$ cat config.mk
export PLATFORM = sky130hd
export DESIGN_NAME = serial_subtractor_flat
export DESIGN_NICKNAME = d
export VERILOG_FILES = /design/src/rtl/serial_subtractor_if.sv /design/src/rtl/serial_subtractor.sv /design/src/flat_wrapper.sv
export SDC_FILE = /design/constraint.sdc
export NUM_CORES = 1
export LEC_CHECK = 0
export ABC_AREA = 1
export BUFFER_PORTS_ARGS = -buffer_cell sky130_fd_sc_hd__buf_2
export CORE_MARGIN = 2
export CORE_UTILIZATION = 53
export DETAILED_ROUTE_END_ITERATION = 7
export MAX_ROUTING_LAYER = met4
export PLACE_DENSITY = 0.78
export SKIP_CTS_REPAIR_TIMING = 1
export SLEW_MARGIN = 20
export SYNTH_ARGS = -nofsm -noshare
export SYNTH_HDL_FRONTEND = slang
export SYNTH_SLANG_ARGS = --single-unit
$ cat constraint.sdc
create_clock -name clk -period 1.6 [get_ports clk]
set_input_delay 0.16 -clock clk [delete_from_list [all_inputs] [get_ports clk]]
set_output_delay 0.16 -clock clk [all_outputs]
set_load 0.02 [all_outputs]
$ cat src/rtl/serial_subtractor_if.sv
// Handshake bundle for serial_subtractor: operand request side and result side.
// The master drives operands and result-ready; the slave (the subtractor) answers.
interface serial_subtractor_if #(
  parameter int WIDTH = 8
);
  logic             io_in_valid;
  logic             io_in_ready;
  logic             io_in_bin;
  logic [WIDTH-1:0] io_in_lhs;
  logic [WIDTH-1:0] io_in_rhs;
  logic             io_out_valid;
  logic             io_out_ready;
  logic [WIDTH-1:0] io_out_diff;
  logic             io_out_bout;

  modport master (
    output io_in_valid, io_in_bin, io_in_lhs, io_in_rhs, io_out_ready,
    input  io_in_ready, io_out_valid, io_out_diff, io_out_bout
  );

  modport slave (
    input  io_in_valid, io_in_bin, io_in_lhs, io_in_rhs, io_out_ready,
    output io_in_ready, io_out_valid, io_out_diff, io_out_bout
  );
endinterface

$ cat src/rtl/serial_subtractor.sv
// Bit-serial subtractor: lhs - rhs - bin resolved LSB first, one bit per cycle,
// through a single borrow flop; result and borrow-out held until consumed.
module serial_subtractor #(
  parameter int WIDTH = 8
) (
  input  logic               clk,
  input  logic               reset,
  serial_subtractor_if.slave bus
);
  localparam int CW = (WIDTH > 1) ? $clog2(WIDTH) : 1;

  typedef enum logic [1:0] {
    IDLE = 2'd0,
    BUSY = 2'd1,
    DONE = 2'd2
  } state_t;

  state_t           state_q, state_d;
  logic [CW-1:0]    cnt_q, cnt_d;
  logic [WIDTH-1:0] lhs_q, lhs_d;
  logic [WIDTH-1:0] rhs_q, rhs_d;
  logic [WIDTH-1:0] res_q, res_d;
  logic             br_q, br_d;
  logic             bit_a, bit_b, bit_d;
  logic             last_bit;

  assign bit_a    = lhs_q[0];
  assign bit_b    = rhs_q[0];
  assign bit_d    = bit_a ^ bit_b ^ br_q;
  assign last_bit = (cnt_q == CW'(WIDTH - 1));

  always_ff @(posedge clk) begin
    if (reset) begin
      state_q <= IDLE;
      cnt_q   <= '0;
      lhs_q   <= '0;
      rhs_q   <= '0;
      res_q   <= '0;
      br_q    <= 1'b0;
    end else begin
      state_q <= state_d;
      cnt_q   <= cnt_d;
      lhs_q   <= lhs_d;
      rhs_q   <= rhs_d;
      res_q   <= res_d;
      br_q    <= br_d;
    end
  end

  always_comb begin
    state_d = state_q;
    case (state_q)
      IDLE:    if (bus.io_in_valid) state_d = BUSY;
      BUSY:    if (last_bit) state_d = DONE;
      DONE:    if (bus.io_out_ready) state_d = IDLE;
      default: state_d = IDLE;
    endcase
  end

  // Datapath: capture on accept, then shift operands right and result in from the MSB.
  always_comb begin
    cnt_d = cnt_q;
    lhs_d = lhs_q;
    rhs_d = rhs_q;
    res_d = res_q;
    br_d  = br_q;
    case (state_q)
      IDLE: begin
        if (bus.io_in_valid) begin
          lhs_d = bus.io_in_lhs;
          rhs_d = bus.io_in_rhs;
          br_d  = bus.io_in_bin;
          cnt_d = '0;
        end
      end
      BUSY: begin
        res_d            = res_q >> 1;
        res_d[WIDTH-1]   = bit_d;
        lhs_d            = lhs_q >> 1;
        rhs_d            = rhs_q >> 1;
        br_d             = (~bit_a & bit_b) | (~(bit_a ^ bit_b) & br_q);
        cnt_d            = cnt_q + CW'(1);
      end
      default: ;
    endcase
  end

  always_comb begin
    bus.io_in_ready  = (state_q == IDLE);
    bus.io_out_valid = (state_q == DONE);
    bus.io_out_diff  = res_q;
    bus.io_out_bout  = br_q;
  end
endmodule

$ cat src/flat_wrapper.sv
// flat-port wrapper written by rule: the top's interface ports become plain ports
module serial_subtractor_flat 
#(
  parameter int WIDTH = 8
)
  (clk, reset, bus_io_in_valid, bus_io_in_bin, bus_io_in_lhs, bus_io_in_rhs, bus_io_out_ready, bus_io_in_ready, bus_io_out_valid, bus_io_out_diff, bus_io_out_bout);
  serial_subtractor_if #(.WIDTH(WIDTH)) bus_i ();
  input  logic clk;
  input  logic reset;
  input wire logic [$bits(bus_i.io_in_valid)-1:0] bus_io_in_valid;
  input wire logic [$bits(bus_i.io_in_bin)-1:0] bus_io_in_bin;
  input wire logic [$bits(bus_i.io_in_lhs)-1:0] bus_io_in_lhs;
  input wire logic [$bits(bus_i.io_in_rhs)-1:0] bus_io_in_rhs;
  input wire logic [$bits(bus_i.io_out_ready)-1:0] bus_io_out_ready;
  output wire logic [$bits(bus_i.io_in_ready)-1:0] bus_io_in_ready;
  output wire logic [$bits(bus_i.io_out_valid)-1:0] bus_io_out_valid;
  output wire logic [$bits(bus_i.io_out_diff)-1:0] bus_io_out_diff;
  output wire logic [$bits(bus_i.io_out_bout)-1:0] bus_io_out_bout;
  assign bus_i.io_in_valid = bus_io_in_valid;
  assign bus_i.io_in_bin = bus_io_in_bin;
  assign bus_i.io_in_lhs = bus_io_in_lhs;
  assign bus_i.io_in_rhs = bus_io_in_rhs;
  assign bus_i.io_out_ready = bus_io_out_ready;
  assign bus_io_in_ready = bus_i.io_in_ready;
  assign bus_io_out_valid = bus_i.io_out_valid;
  assign bus_io_out_diff = bus_i.io_out_diff;
  assign bus_io_out_bout = bus_i.io_out_bout;
  serial_subtractor #(.WIDTH(WIDTH)) u_core (.clk(clk), .reset(reset), .bus(bus_i));
endmodule
==> impl.org <==
** Routing
- Via/cell ratio :: 4.81
- Vias post-DR :: 1280
- After detailed routing, the number of remaining DRC violations is 0.
- Once detail routing completed, the nets flagged for antenna violations numbered 0.
- The pre-antenna-repair detailed-routing pass consisted of 4 iterations.
- Drt total wl :: 2830 um
- Wirelength per Cell :: 10.6 um
- DRT iter0 DRCs :: 32

** Synth
- Number of synthesized flops with an enable pin :: 0
- Post-synthesis cell area :: 1460 um^2
- Number of synthesized register bits :: 30
- The share of the Yosys chip area taken by registers is 0.412.
- In the synthesized netlist the dominant register cell turns out to be dfxtp_1.
- Counting every net in the synthesized netlist gives 228.
- Area leader, netlist :: dfxtp_1
- Yosys printed 0 warnings.
- In the post-synthesis netlist, the biggest area contributors are dfxtp_1, nand2_1, nand3_1, inv_1, nor2_1.
- Of all flip-flops after synthesis, the portion carrying an async set or reset was 0.
- Post-synth top area share :: 0.412
- Among all cell types in the netlist, the one instantiated most often is nand2_1.
- In the synthesized netlist, the number of instances is 204.
- The number of different library cells used by synthesis comes to 21.
- By count the netlist is led by nand2_1, inv_1, dfxtp_1, nand3_1, nor2_1.
- Averaged over all synthesized cells, the footprint is 7.14 um^2.

** Global routing
- After global routing the overflow that remains totals 0.
- Largest net degree at the start of global routing :: 20
- Via count of the first global-routing pass :: 1184
- Antenna violations before repair :: 0
- The first global-routing pass estimated 4770 um of wire.
- For this run, the total global-route usage over all layers was measured as 0.197.

** Timing
- The worst path meets setup with 0.213 ns of slack.
- After layout, the minimum clock period comes to 1.39 ns.
- Final sum of negative setup slack :: 0 ns
- Crit share post-route :: 0.867
- At the pin with the least slew margin, the transition time is 0.487 ns.
- Slew Viols, Final :: 0
- Max Fclk :: 0.721 GHz
- Setup repair after global routing left no endpoint under its margin.
- On the final layout, the worst hold slack is 0.0765 ns.
- Setup violations remaining at the end of the flow were counted as 0.
- The worst pin sits at a relative slew slack of 0.674.
- Clock skew on the completed layout was measured at 0.00732 ns.
- The number of hold violations in the final report was 0.

** Place
- Count of buffers from port buffering :: 31
- The HPWL after detailed placement is 1980 um.
- Once placement completed, the tool counted placed cells totaling 258.
- Routability congestion estimate :: 0.871
- Once placement finished, the instance area stood at 1600 um^2.
- Timing analysis after detailed placement gives a worst setup slack of 0.209 ns.

** Worst setup path
- Data required time of the critical path :: 1.83 ns
- Largest fanout of any net on the critical path :: 17
- The critical path is of the reg -> reg type.
- Kind of launch point of the worst setup path :: register
- STA classifies the critical path endpoint as a register.
- CP peak stage delay :: 0.53 ns
- Most frequent cell on the critical path :: nor2_1
- List of cells traversed by the critical path :: nand2_4, nand2_2, o21ai_0, nor2_1, nor2_1
- Data arrival at the endpoint of the critical path :: 1.62 ns
- Slowest-stage cell, CP :: dfxtp_1

** Hold path
- In this run the worst hold path is classified as in -> reg.

** CTS
- Clock tree synthesis found a total of 30 sinks.
- TritonCTS built the clock tree.
- Clock tree synthesis selected as its root buffer the cell clkbuf_4.
- Number of H-tree levels :: 2
- After clock tree synthesis, the clock-pin slew on the worst setup and hold paths is 0.10 ns.
- Number of buffers on the longest clock path :: 2
- Number of buffers added by the clock tree synthesis step :: 5
- The later pin in the worst-skew pair is clocked with a latency of 0.33 ns.

** Power and ir drop
- Design Power :: 1.72 mW
- Reported leakage power :: 0.818 nW
- VDD IR-drop max :: 0.834 mV
- Power density relative to cell area :: 1030 nW/um^2

** Floorplan
- Die boundary width :: 56.4 um
- Std-Cell Core Area :: 2690 um^2
- Initial Util :: 0.542
- I/O pin count :: 32
- Vertical extent of the die :: 56.4 um
- The floorplan has 19 rows.
- The floorplan step defined a die boundary enclosing 3180 um^2.

** Final layout
- Final cell utilization of the core :: 0.625
- From synthesis to final layout, the design area changed by 15.2%.
- Inserted Diodes :: 0
- Ratio of cells with drive above 1 in the final layout :: 0.234
- After routing the design area is 1680 um^2.
- Final Instance Count excl. Fillers :: 266
- Final net count :: 258

** Status
- The run finished with clean final reports.

** Job
- Max_cap viols :: 0
[state kept, by name, indices dropped and copies added (netlist names)]
signal / cells
u_core.rhs_q: 8
u_core.cnt_q: 3
u_core.state_q: 2
u_core.bus.io_out_diff: 8
u_core.lhs_q: 8
u_core.bus.io_out_bout: 1
[power by group]
group	switching, mW	total [mW]	internal, mW
Clock	0.265	0.565	0.300
Combinational	0.188	0.311	0.123
Sequential	0.0387	0.846	0.807
[metal layers]
| layer | vias up | routed length (um) | global-route usage | part of all wire |
|---|---|---|---|---|
| met1 | 554 | 1290 | 0.221 | 0.46 |
| met3 | 4 | 173 | 0.0714 | 0.061 |
| met2 | 30 | 1340 | 0.331 | 0.47 |
| li1 | 692 | - | - | - |
| met5 | - | 0 | - | 0 |
| met4 | 0 | 32 | 0.0510 | 0.011 |
[cells in the final DEF, fill, tap and decap left out]
cell type	instances
inv_2	1
ha_1	2
nand3_1	28
nand2_4	1
a21oi_2	8
nor2_1	22
o21a_1	1
clkbuf_4	5
nand2_1	39
fa_1	1
o21ai_0	11
nand2_2	1
dfxtp_1	30
inv_1	33
buf_2	31
clkbuf_8	3
buf_4	3
nor3b_1	1
o21ai_4	1
inv_4	1
a21oi_1	12
[logic make-up (layout without fill, tap and decap cells)]
group,count (synthesis),count (layout),synth area share
AND/OR/NAND/NOR,92,92,0.271
buffers and inverters,46,77,0.143
AO/OA/AOI/OAI,33,33,0.143
flip-flops,30,30,0.412
adder cells (fa/ha/maj),3,3,0.0309
[critical path: cells and delay by family (launching register included)]
family	cells	cell delay (ns)
AOI/OAI and AO/OA	1	0.13
DFF	1	0.53
and+or+nand+nor	4	0.62
[final cells by class]
class / instances / area, um^2
Clock buffer: 8 / 78.8
Inverter: 35 / 134
Fill cell: 284 / 1010
Tap cell: 31 / 38.8
Timing Repair Buffer: 34 / 178
Sequential cell: 30 / 601
Multi-Input combinational cell: 128 / 648
[worst paths after layout]
kind                                        start                     end  slack, ns  depth (start not counted)
worst min register to register    u_core.cnt_q[0]         u_core.cnt_q[0]       0.46                          1
worst max register to register  u_core.state_q[0]  u_core.bus.io_out_bout       0.21                          5
worst min-delay path             bus_io_in_rhs[7]         u_core.rhs_q[7]       0.08                          3
worst max-delay path            u_core.state_q[0]  u_core.bus.io_out_bout       0.21                          5
Note: power is estimated with default switching activity, not from simulation.
